===== config.mk =====
export PLATFORM = sky130hd
export DESIGN_NAME = serial_subtractor
export DESIGN_NICKNAME = d
export VERILOG_FILES = /design/src/rtl/serial_subtractor.sv
export SDC_FILE = /design/constraint.sdc
export NUM_CORES = 1
export LEC_CHECK = 0
export ABC_CLOCK_PERIOD_IN_PS = 3200
export BUFFER_PORTS_ARGS = -buffer_cell sky130_fd_sc_hd__buf_2
export CAP_MARGIN = 20
export CELL_PAD_IN_SITES_DETAIL_PLACEMENT = 0
export CELL_PAD_IN_SITES_GLOBAL_PLACEMENT = 2
export CORE_MARGIN = 4
export CORE_UTILIZATION = 37
export CTS_CLUSTER_DIAMETER = 200
export DETAILED_ROUTE_END_ITERATION = 10
export PLACE_DENSITY = 0.86
export SLEW_MARGIN = 20
export SYNTH_ARGS = -nofsm -noshare
export SYNTH_HDL_FRONTEND = slang
export SYNTH_SLANG_ARGS = --single-unit

===== constraint.sdc =====
create_clock -name clk -period 3.2 [get_ports clk]
set_input_delay 0.64 -clock clk [delete_from_list [all_inputs] [get_ports clk]]
set_output_delay 0.64 -clock clk [all_outputs]
set_load 0.05 [all_outputs]

===== src/rtl/serial_subtractor.sv =====
// Bit-serial WIDTH-bit subtractor (diff = a - b, LSB first) with a start/busy/done handshake.
// Define SERIAL_SUBTRACTOR_OVF_EN to add the signed-overflow output ovf.
module serial_subtractor #(
    parameter int WIDTH = 8
) (
    input  logic             clk,
    input  logic             rst,
    input  logic             start,
    input  logic [WIDTH-1:0] a,
    input  logic [WIDTH-1:0] b,
    output logic             busy,
    output logic             done,
    output logic [WIDTH-1:0] diff,
`ifdef SERIAL_SUBTRACTOR_OVF_EN
    output logic             bout,
    output logic             ovf
`else
    output logic             bout
`endif
);

    localparam int CW = (WIDTH > 1) ? $clog2(WIDTH) : 1;
    localparam logic [CW-1:0] LAST = CW'(WIDTH - 1);

    typedef enum logic {IDLE, RUN} state_t;

    state_t           state;
    logic [WIDTH-1:0] a_sh;
    logic [WIDTH-1:0] b_sh;
    logic [WIDTH-1:0] res;
    logic [CW-1:0]    cnt;
    logic             borrow;
    logic             x;
    logic             y;
    logic             d;
    logic             br_next;
`ifdef SERIAL_SUBTRACTOR_OVF_EN
    logic             a_msb;
    logic             b_msb;
`endif

    // Full-subtractor cell acting on the current LSBs and the running borrow
    always_comb begin
        x       = a_sh[0];
        y       = b_sh[0];
        d       = x ^ y ^ borrow;
        br_next = (~x & y) | (~(x ^ y) & borrow);
    end

    always_ff @(posedge clk) begin
        if (rst) begin
            state  <= IDLE;
            a_sh   <= '0;
            b_sh   <= '0;
            res    <= '0;
            cnt    <= '0;
            borrow <= 1'b0;
            busy   <= 1'b0;
            done   <= 1'b0;
            diff   <= '0;
            bout   <= 1'b0;
`ifdef SERIAL_SUBTRACTOR_OVF_EN
            a_msb  <= 1'b0;
            b_msb  <= 1'b0;
            ovf    <= 1'b0;
`endif
        end else begin
            case (state)
                IDLE: begin
                    done <= 1'b0;
                    if (start) begin
                        a_sh   <= a;
                        b_sh   <= b;
                        borrow <= 1'b0;
                        cnt    <= '0;
                        busy   <= 1'b1;
                        state  <= RUN;
`ifdef SERIAL_SUBTRACTOR_OVF_EN
                        a_msb  <= a[WIDTH-1];
                        b_msb  <= b[WIDTH-1];
`endif
                    end
                end
                RUN: begin
                    // Result bits enter from the MSB end so bit 0 lands at diff[0]
                    a_sh   <= a_sh >> 1;
                    b_sh   <= b_sh >> 1;
                    res    <= {d, res[WIDTH-1:1]};
                    borrow <= br_next;
                    cnt    <= cnt + 1'b1;
                    if (cnt == LAST) begin
                        diff  <= {d, res[WIDTH-1:1]};
                        bout  <= br_next;
                        done  <= 1'b1;
                        busy  <= 1'b0;
                        state <= IDLE;
`ifdef SERIAL_SUBTRACTOR_OVF_EN
                        ovf   <= (a_msb ^ b_msb) & (a_msb ^ d);
`endif
                    end
                end
                default: state <= IDLE;
            endcase
        end
    end

endmodule

==> qor.yml, run 1 <==
drv_cap: 0
start_util_pct: 39.0
remaining_drc_errors: 0
ir_drop_mv: 0.170
fin_util_pct: 43.9
yosysWarnings: 0
grt_use_total_pct: 12.2
switching_share_pct: 24.3
place_congestion: 0.687
drt-initial-drc-count: 66
worst_pin_slew_ps: 746
synth_nets: 190
cts_tree: "built"
grt_pass1_wl_um: 5790
yosys.area_share.simple_pct: 14.2
antenna_cells: 0
grt_setup_unrepaired: "no"
synth_xor_xnor_area_share_pct: 0
cp.arrival_ps: 1930
fmax_mhz: 575
status: "complete, no violations"
antenna_found_initial: 0
cp-start-kind: "register"
cp.depth: 2
portBuffers: 29
first_pass_iters: 4
reg2reg_from: "state$_SDFF_PP0_"
worst-endpoint-required_ps: 3390
cp_top_family: "flip-flops"
synth_seq_cells: 39
finalMaxSlewViolations: 0
finalInstanceArea_mm2: 0.00195
core_mm2: 0.00444
die_h_um: 76.4
syn2layout_area_growth_pct: 12.5
fin_nets: 212
ctsResizeCount: 0
reg2reg_to: "a_sh[3]$_SDFFE_PP0P_"
clock_path_buffers: 2
synth-compound-area-share_pct: 17.6
htreeDepth: 2
cp-endpoint: "a_sh[3]$_SDFFE_PP0P_"
syn_inst: 167
grt.met2_usage_pct: 18.6
routed_wl_um: 3250
hpwl_um: 2170
cts_root_buffer: "clkbuf_8"
rows: 24
setup_violations: 0
post_cts_buffers: 0
crit_fanout: 25
layoutNonFillerInstCount: 242
ant_nets: 0
syn_avg_cell_area_um2: 10.4
p_per_area_mw_per_mm2: 512
yosysUniqueCellTypes: 23
slowest_stage: "dfxtp_1"
cts.clk_slew.worst_paths_ps: 70
combinationalPowerShare_pct: 10.7
setup_tns_ps: 0
timing.critical_path.buf_inv: 1
cts_buffers: 5
met3_usage_pct: 4.73
cts.sinks: 39
internal-power_mw: 0.755
crit_start: "state$_SDFF_PP0_"
grt_busiest_layer: "met2"
r2r_slack_ps: 1460
critPathKind: "register to register"
drive_gt1_share_pct: 26.8
grt_max_degree: 40
clock_skew_ps: 4.51
cts_hold_buf: 0
cp-end-kind: "register"
dieArea_mm2: 0.00584
pwr-share-seq_pct: 52.9
hold_violations: 0
yosysSeqAreaShare_pct: 45.1
grt_pass1_vias: 1227
max_slew_margin_pct: 50.3
min_period_over_period_pct: 54.4
synth_top_family_by_area: "compound AO/OA/AOI/OAI gates"
die_x_um: 76.4
num-fill-cells: 433
min_path_type: "register to register"
clkPwrFrac_pct: 36.4
period_needed_ps: 1740
gr-total-overflow: 0
vias_per_cell: 5.04
power.leakage_nw: 0.820
placed_area_mm2: 0.00185
met1_usage_pct: 15.4
ios: 30
crit_path_max_incr_delay_ps: 800
vias: 1220
synth_mux_area_share_pct: 13.3
wl_per_cell_um: 13.4
path_cells: "inv_1 > a211oi_1"
synth.cell_area_mm2: 0.00173
p_sw_mw: 0.243
clock_latency_ps: 280
synthAdderAreaFrac_pct: 3.32
total_power_mw: 0.998
dp_cells: 234
rr_worst_depth: 2
-- worst min path at each step --
stage | slack (ps) | from | to | cells after the start
final | 480 | res[1]$_SDFFE_PP0P_ | diff[0]$_SDFFE_PP0P_ | 2
after global routing | 510 | res[1]$_SDFFE_PP0P_ | diff[0]$_SDFFE_PP0P_ | 2
after CTS | 480 | res[1]$_SDFFE_PP0P_ | diff[0]$_SDFFE_PP0P_ | 2
after detailed placement | 470 | res[1]$_SDFFE_PP0P_ | diff[0]$_SDFFE_PP0P_ | 2
after global placement | 460 | res[1]$_SDFFE_PP0P_ | diff[0]$_SDFFE_PP0P_ | 2
after floorplan | 440 | res[1]$_SDFFE_PP0P_ | diff[0]$_SDFFE_PP0P_ | 2
-- layout by cell type (no fill, tap or decap), drive strengths merged --
cell type	instances
nor2b	14
clkbuf	8
a211oi	14
a311oi	1
a21oi	15
o21bai	1
a21bo	8
nand2b	5
nand2	2
nor3	3
mux2i	23
nand3	8
nor2	8
buf	30
fa	1
or3b	4
ha	3
dfxtp	39
inv	3
-- cells by family (layout without fill, tap and decap cells) --
group / Yosys count / count (layout)
buffers and inverters: 18 / 41
and+or+nand+nor: 44 / 44
muxes: 23 / 23
AOI/OAI and AO/OA: 39 / 39
adders and majority gates: 4 / 4
DFF: 39 / 39
-- worst reg2reg max path, delay by kind of cell (launching register included) --
family	cells	cell delay, ps
AO/OA/AOI/OAI	1	350
flip-flops	1	800
buffers and inverters	1	500
-- flip-flops by register name, summed over array words and instances (netlist names) --
signal,cells
state,1
bout,1
res,7
a_sh,8
borrow,1
b_sh,8
done,1
diff,8
busy,1
cnt,3
-- layer usage --
layer  wire [µm]  part of all wire [%]  vias up
met2        1480                    46       20
met4          23                  0.71        0
met1        1580                    49      570
met5           0                     0        -
li1            -                     -      628
met3         158                   4.9        2
-- layout make-up --
| class | instances | area (µm²) | area share, % |
|---|---|---|---|
| multi-input combinational | 110 | 840 | 43.1 |
| timing repair buffer | 30 | 153 | 7.83 |
| tap | 52 | 65.1 | 3.34 |
| clock buffer | 8 | 100 | 5.13 |
| inverter | 3 | 11.3 | 0.578 |
| sequential | 39 | 781 | 40.1 |
-- metrics by stage --
stage / worst slack, ps / hold WS [ps]
floorplan: 1890 / 443
global placement: 1570 / 461
detailed placement: 1490 / 473
CTS: 1440 / 478
global route: 1280 / 512
finish: 1460 / 483
-- synth_stat cells (all sizes together) --
| master | n | share of area, % |
|---|---|---|
| dfxtp | 39 | 45 |
| mux2i | 23 | 13 |
| a21oi | 15 | 4.5 |
| a211oi | 14 | 7.5 |
| nor2b | 14 | 5.1 |
| buf | 12 | 5.2 |
| a21bo | 8 | 4.6 |
| nand3 | 8 | 2.3 |
| nor2 | 8 | 1.7 |
| nand2b | 5 | 1.8 |
| or3b | 4 | 2.0 |
| clkbuf | 3 | 0.65 |
| ha | 3 | 2.2 |
| inv | 3 | 0.65 |
| nor3 | 3 | 0.87 |
| nand2 | 2 | 0.43 |
| a311oi | 1 | 0.51 |
| fa | 1 | 1.2 |
| o21bai | 1 | 0.43 |
-- power by group through the flow --
stage                     registers, mW  logic, mW  clock network [mW]
after detailed placement          0.540      0.109                   0
final                             0.528      0.107               0.363
after global routing              0.533      0.121               0.391
after floorplan                   0.535     0.0923                   0
after CTS                         0.528      0.109               0.377
after global placement            0.539      0.104                   0
Note: power is estimated with default switching activity, not from simulation.
==> run 2: changes to the inputs <==
ABC_CLOCK_PERIOD_IN_PS = 1600   (was 3200)
CORE_UTILIZATION = 31   (was 37)
PLACE_DENSITY = 0.77   (was 0.86)
clock period = 1.6 ns   (was 3.2 ns; I/O delays follow)
==> qor.yml, run 2 (synthesis results as in run 1) <==
worst_pin_slew_ps: 592  # -155 ps
dieArea_mm2: 0.00685  # +17%
min_to: "a_sh[7]$_SDFFE_PP0P_"
cp-end-kind: "register"
antenna_found_initial: 0  # unchanged
critPathKind: "register to register"
first_pass_iters: 4  # unchanged
cp.arrival_ps: 1500  # -430 ps
hold_violations: 0  # unchanged
die_x_um: 82.8  # +8.3%
ant_nets: 0  # unchanged
worst-endpoint-required_ps: 1790  # -1600 ps
vias_per_cell: 4.70  # -6.8%
fin_nets: 215  # +1.4%
min_path_type: "input port to register"
drive_gt1_share_pct: 28.5  # +1.7 points
remaining_drc_errors: 0  # unchanged
cts_buffers: 5  # unchanged
cts_root_buffer: "clkbuf_8"
cts_tree: "built"
fin_util_pct: 38.1  # -5.7 points
crit_path_max_incr_delay_ps: 390  # -410 ps
grt_use_total_pct: 10.3  # -1.9 points
cp-start-kind: "register"
period_needed_ps: 1300  # -438 ps
drt-initial-drc-count: 37  # -44%
place_congestion: 0.670  # -2.5%
path_cells: "ha_1 > ha_2 > a21oi_1 > a311oi_1"
hpwl_um: 2260  # +4.2%
rr_worst_depth: 4  # +2
layoutNonFillerInstCount: 263  # +8.7%
portBuffers: 29  # unchanged
fmax_mhz: 768  # +34%
r2r_slack_ps: 300  # -1160 ps
clock_latency_ps: 280  # about the same
min_period_over_period_pct: 81.4  # +27 points
rows: 26  # +8.3%
status: "complete, no violations"
ir_drop_mv: 0.323  # +91%
post_cts_buffers: 0  # unchanged
core_mm2: 0.00527  # +19%
p_per_area_mw_per_mm2: 993  # +94%
final_common_cell: "dfxtp_1"
dp_cells: 255  # +9.0%
setup_tns_ps: 0  # unchanged
setup_slack_ps: 298  # -1160 ps
vias: 1236  # +1.3%
grt_max_degree: 39  # -2.5%
grt_pass1_vias: 1128  # -8.1%
antenna_cells: 0  # unchanged
cts.sinks: 39  # unchanged
grt_pass1_wl_um: 5220  # -9.8%
clock_path_buffers: 2  # unchanged
reg2reg_to: "bout$_SDFFE_PP0P_"
pre_cts_ws_ps: 113  # -1370 ps
htreeDepth: 2  # unchanged
clock_skew_ps: 4.61  # +0.0985 ps
hold_start: "a[7]"
setup_violations: 0  # unchanged
grt_setup_unrepaired: "no"
reg2reg_from: "cnt[0]$_SDFFE_PP0P_"
final_cell_mix: "dfxtp_1, buf_2, mux2i_1, a21oi_1, nor2b_1"
power.leakage_nw: 0.835  # +1.9%
die_h_um: 82.8  # +8.3%
finalMaxSlewViolations: 0  # unchanged
slowest_stage: "ha_2"
wl_per_cell_um: 12.4  # -7.3%
routed_wl_um: 3270  # +0.74%
hold_depth: 3  # +1
start_util_pct: 32.9  # -6.1 points
drv_cap: 0  # unchanged
syn2layout_area_growth_pct: 16.0
ios: 30  # unchanged
max_slew_margin_pct: 60.6  # +10 points
crit_fanout: 19  # -24%
gr-total-overflow: 0  # unchanged
cts.clk_slew.worst_paths_ps: 70  # about the same
reg_top3: "a_sh: 8 flops, b_sh: 8 flops, diff: 8 flops"
run 2: changes by cell type in the layout (fill, tap and decap cells not counted):
cell    delta
ha_1       -1
buf_4      +2
buf_12     +1
ha_2       +1
run 2: worst max-delay path: cells and delay by family, from the launching register on:
family	cells	cell delay (ps)
flops	1	340
fa+ha+maj	2	570
compound gates	2	310
run 2: final cells by class:
cell class,count,area (µm²)
fillers,555,3260
repair buffers,33,188
flip-flops and latches,39,781
inverters,3,11.3
well taps,70,87.6
clock buffers,8,100
multi-input cells,110,842
run 2: layer usage:
metal,routed length [µm],global-route usage (%),share of wire (%),vias up
li1,-,-,-,635
met4,70,5.39,2.1,0
met3,139,3.58,4.2,5
met1,1590,13.0,49,573
met2,1470,15.2,45,23
met5,0,0,0,-
run 2: power by group:
| group | internal (mW) | total [mW] | switching [mW] |
|---|---|---|---|
| clock network | 0.393 | 0.710 | 0.317 |
| registers | 1.02 | 1.05 | 0.0277 |
| logic | 0.109 | 0.239 | 0.130 |
| total | 1.52 | 2.00 | 0.474 |
run 2: worst max path at each step:
| stage | from | endpoint | slack [ps] | cells past startpoint |
|---|---|---|---|---|
| floorplan | cnt[0]$_SDFFE_PP0P_ | bout$_SDFFE_PP0P_ | 310 | 6 |
| global placement | cnt[0]$_SDFFE_PP0P_ | bout$_SDFFE_PP0P_ | 160 | 4 |
| detailed placement | cnt[0]$_SDFFE_PP0P_ | bout$_SDFFE_PP0P_ | 110 | 4 |
| CTS | cnt[0]$_SDFFE_PP0P_ | bout$_SDFFE_PP0P_ | 90 | 4 |
| global route | cnt[0]$_SDFFE_PP0P_ | bout$_SDFFE_PP0P_ | 200 | 4 |
| finish | cnt[0]$_SDFFE_PP0P_ | bout$_SDFFE_PP0P_ | 300 | 4 |
run 2: through the flow:
step | instance area [µm²] | power [mW] | hold slack (ps)
detailed placement | 1910 | 1.31 | 480
finish | 2010 | 2.00 | 333
CTS | 2010 | 2.03 | 333
global placement | 1910 | 1.30 | 464
floorplan | 1730 | 1.25 | 443
global route | 2010 | 2.11 | 363
run 2: repair_timing:
action | CTS | global route
hold buffers | 0 | 0
gates resized for setup | 0 | 1
endpoints found under the hold margin | 0 | 0
endpoints found under the setup margin | 0 | 4
==> run 3: changes to the inputs <==
ABC_CLOCK_PERIOD_IN_PS = 1100   (was 1600)
clock period = 1.1 ns   (was 1.6 ns; I/O delays follow)
==> qor.yml, run 3 (synthesis results as in run 1) <==
placed_area_mm2: 0.00199  # +4.5%
vias: 1280  # +3.6%
status: "complete, but fails checks"
finalMaxSlewViolations: 0  # unchanged
syn2layout_area_growth_pct: 30.8
drt-initial-drc-count: 30  # -19%
layoutNonFillerInstCount: 275  # +4.6%
period_needed_ps: 1170  # -134 ps
drv_cap: 0  # unchanged
cp.arrival_ps: 1390  # -110 ps
cp-start-kind: "register"
grt_use_total_pct: 11.1  # +0.84 points
remaining_drc_errors: 0  # unchanged
cts.clk_slew.worst_paths_ps: 70  # about the same
final_common_cell: "dfxtp_1"
gr-total-overflow: 0  # unchanged
drive_gt1_share_pct: 43.4  # +15 points
portBuffers: 29  # unchanged
crit_path_max_incr_delay_ps: 540  # +150 ps
clock_skew_ps: 5.85  # +1.24 ps
final_cell_mix: "dfxtp_1, mux2i_1, buf_2, buf_4, nor2b_1"
p_per_area_mw_per_mm2: 1290  # +30%
power.leakage_nw: 0.919  # +10%
finalInstanceArea_mm2: 0.00227  # +13%
max_slew_margin_pct: 60.7  # +0.14 points
reg_top3: "a_sh: 8 flops, b_sh: 8 flops, diff: 8 flops"
htreeDepth: 2  # unchanged
min_period_over_period_pct: 106  # +25 points
ant_nets: 0  # unchanged
cts_hold_buf: 0  # unchanged
routed_wl_um: 3520  # +7.5%
grt_pass1_vias: 1219  # +8.1%
first_pass_iters: 4  # unchanged
setup_tns_ps: -298  # -298 ps
setup_violations: 11  # +11
critPathKind: "register to register"
dp_cells: 261  # +2.4%
die_h_um: 82.8  # unchanged
antenna_cells: 0  # unchanged
grt_pass1_wl_um: 5700  # +9.1%
grt_max_degree: 23  # -41%
core_mm2: 0.00527  # unchanged
cts.sinks: 39  # unchanged
setup_slack_ps: -68.4  # -366 ps
cts_buffers: 5  # unchanged
timing.critical_path.buf_inv: 1  # +1
met3_length_um: 160  # +15%
crit_fanout: 2  # -17
num-fill-cells: 545  # -1.8%
routed.top_layer: "met4"
wl_met2_um: 1640  # +12%
ir_drop_mv: 0.407  # +26%
dieArea_mm2: 0.00685  # unchanged
grt_setup_unrepaired: "yes"
path_cells: "inv_2 > fa_2 > nand3_1 > a21oi_1"
ios: 30  # unchanged
fin_nets: 227  # +5.6%
hold_violations: 0  # unchanged
cp-end-kind: "register"
wl_per_cell_um: 12.8  # +2.9%
ff_latch_area_um2: 791  # +1.3%
worst_pin_slew_ps: 589  # -2.12 ps
hpwl_um: 2450  # +8.3%
total_power_mw: 2.92  # +46%
die_x_um: 82.8  # unchanged
fmax_mhz: 856  # +11%
multiInputGateArea_um2: 917  # +8.9%
clock_path_buffers: 2  # unchanged
routedLengthMet1_um: 1660  # +3.9%
cts_tree: "built"
rows: 26  # unchanged
vias_per_cell: 4.65  # -0.96%
clock_latency_ps: 290  # about the same
place_congestion: 0.712  # +6.3%
violations: "negative setup slack"
worst-endpoint-required_ps: 1320  # -470 ps
antenna_found_initial: 0  # unchanged
min_path_type: "input port to register"
cp_top_family: "adder cells"
slowest_stage: "fa_2"
start_util_pct: 32.9  # unchanged
cts_root_buffer: "clkbuf_8"
[run 3: cell types whose count changed in the layout (fill, tap and decap cells not counted), sizes merged]
cell and change:
buf +8, clkbuf +3, clkinv +1, clkinvlp +1
inv -1
[run 3: cell type report]
cell class / instances / share of cell area, %
Clock buffer: 7 / 3.37
Clock inverter: 1 / 0.221
Inverter: 3 / 0.662
Multi-Input combinational cell: 110 / 40.5
Sequential cell: 39 / 34.9
Tap cell: 70 / 3.86
Timing Repair Buffer: 45 / 16.6
[run 3: repair_timing]
item | 4_1_cts | 5_1_grt
pin swaps | 4 | 10
gates cloned | 0 | 1
setup buffers | 0 | 5
endpoints found under the hold margin | 0 | 0
gates resized for setup | 18 | 21
setup endpoints to repair | 22 | 40
[run 3: worst min-delay path: cells and delay by family]
| kind | cells | cell delay, ps |
|---|---|---|
| buffers and inverters | 1 | 70 |
| multiplexers | 1 | 50 |
| AND/OR/NAND/NOR | 1 | 120 |
[run 3: where the power goes]
part	leakage (nW)	switching, mW	internal, mW	total (mW)
clock	0.0422	0.472	0.445	0.917
sequential	0.321	0.0482	1.48	1.53
combinational	0.556	0.216	0.253	0.470
[run 3: per-stage QoR]
stage                     worst slack (ps)  util [%]  hold slack (ps)
final                                -68.4      43.0              232
after global routing                  -150      43.0              237
after CTS                            -71.9      40.2              228
after detailed placement              -129      37.8              475
after global placement               -84.6      37.8              468
after floorplan                      -77.9         -              402
[run 3: final timing paths]
kind | slack (ps) | depth (start not counted) | start | to
max reg2reg | -70 | 4 | b_sh[0]$_SDFFE_PP0P_ | diff[7]$_SDFFE_PP0P_
max | -70 | 4 | b_sh[0]$_SDFFE_PP0P_ | diff[7]$_SDFFE_PP0P_
min reg2reg | 490 | 2 | res[1]$_SDFFE_PP0P_ | diff[0]$_SDFFE_PP0P_
min | 230 | 3 | b[7] | b_sh[7]$_SDFFE_PP0P_
[run 3: per-layer routing]
layer	vias to the layer above	GRT usage (%)
met5	-	0
met3	6	3.15
met2	21	17.9
li1	661	-
met4	0	5.39
met1	592	13.5
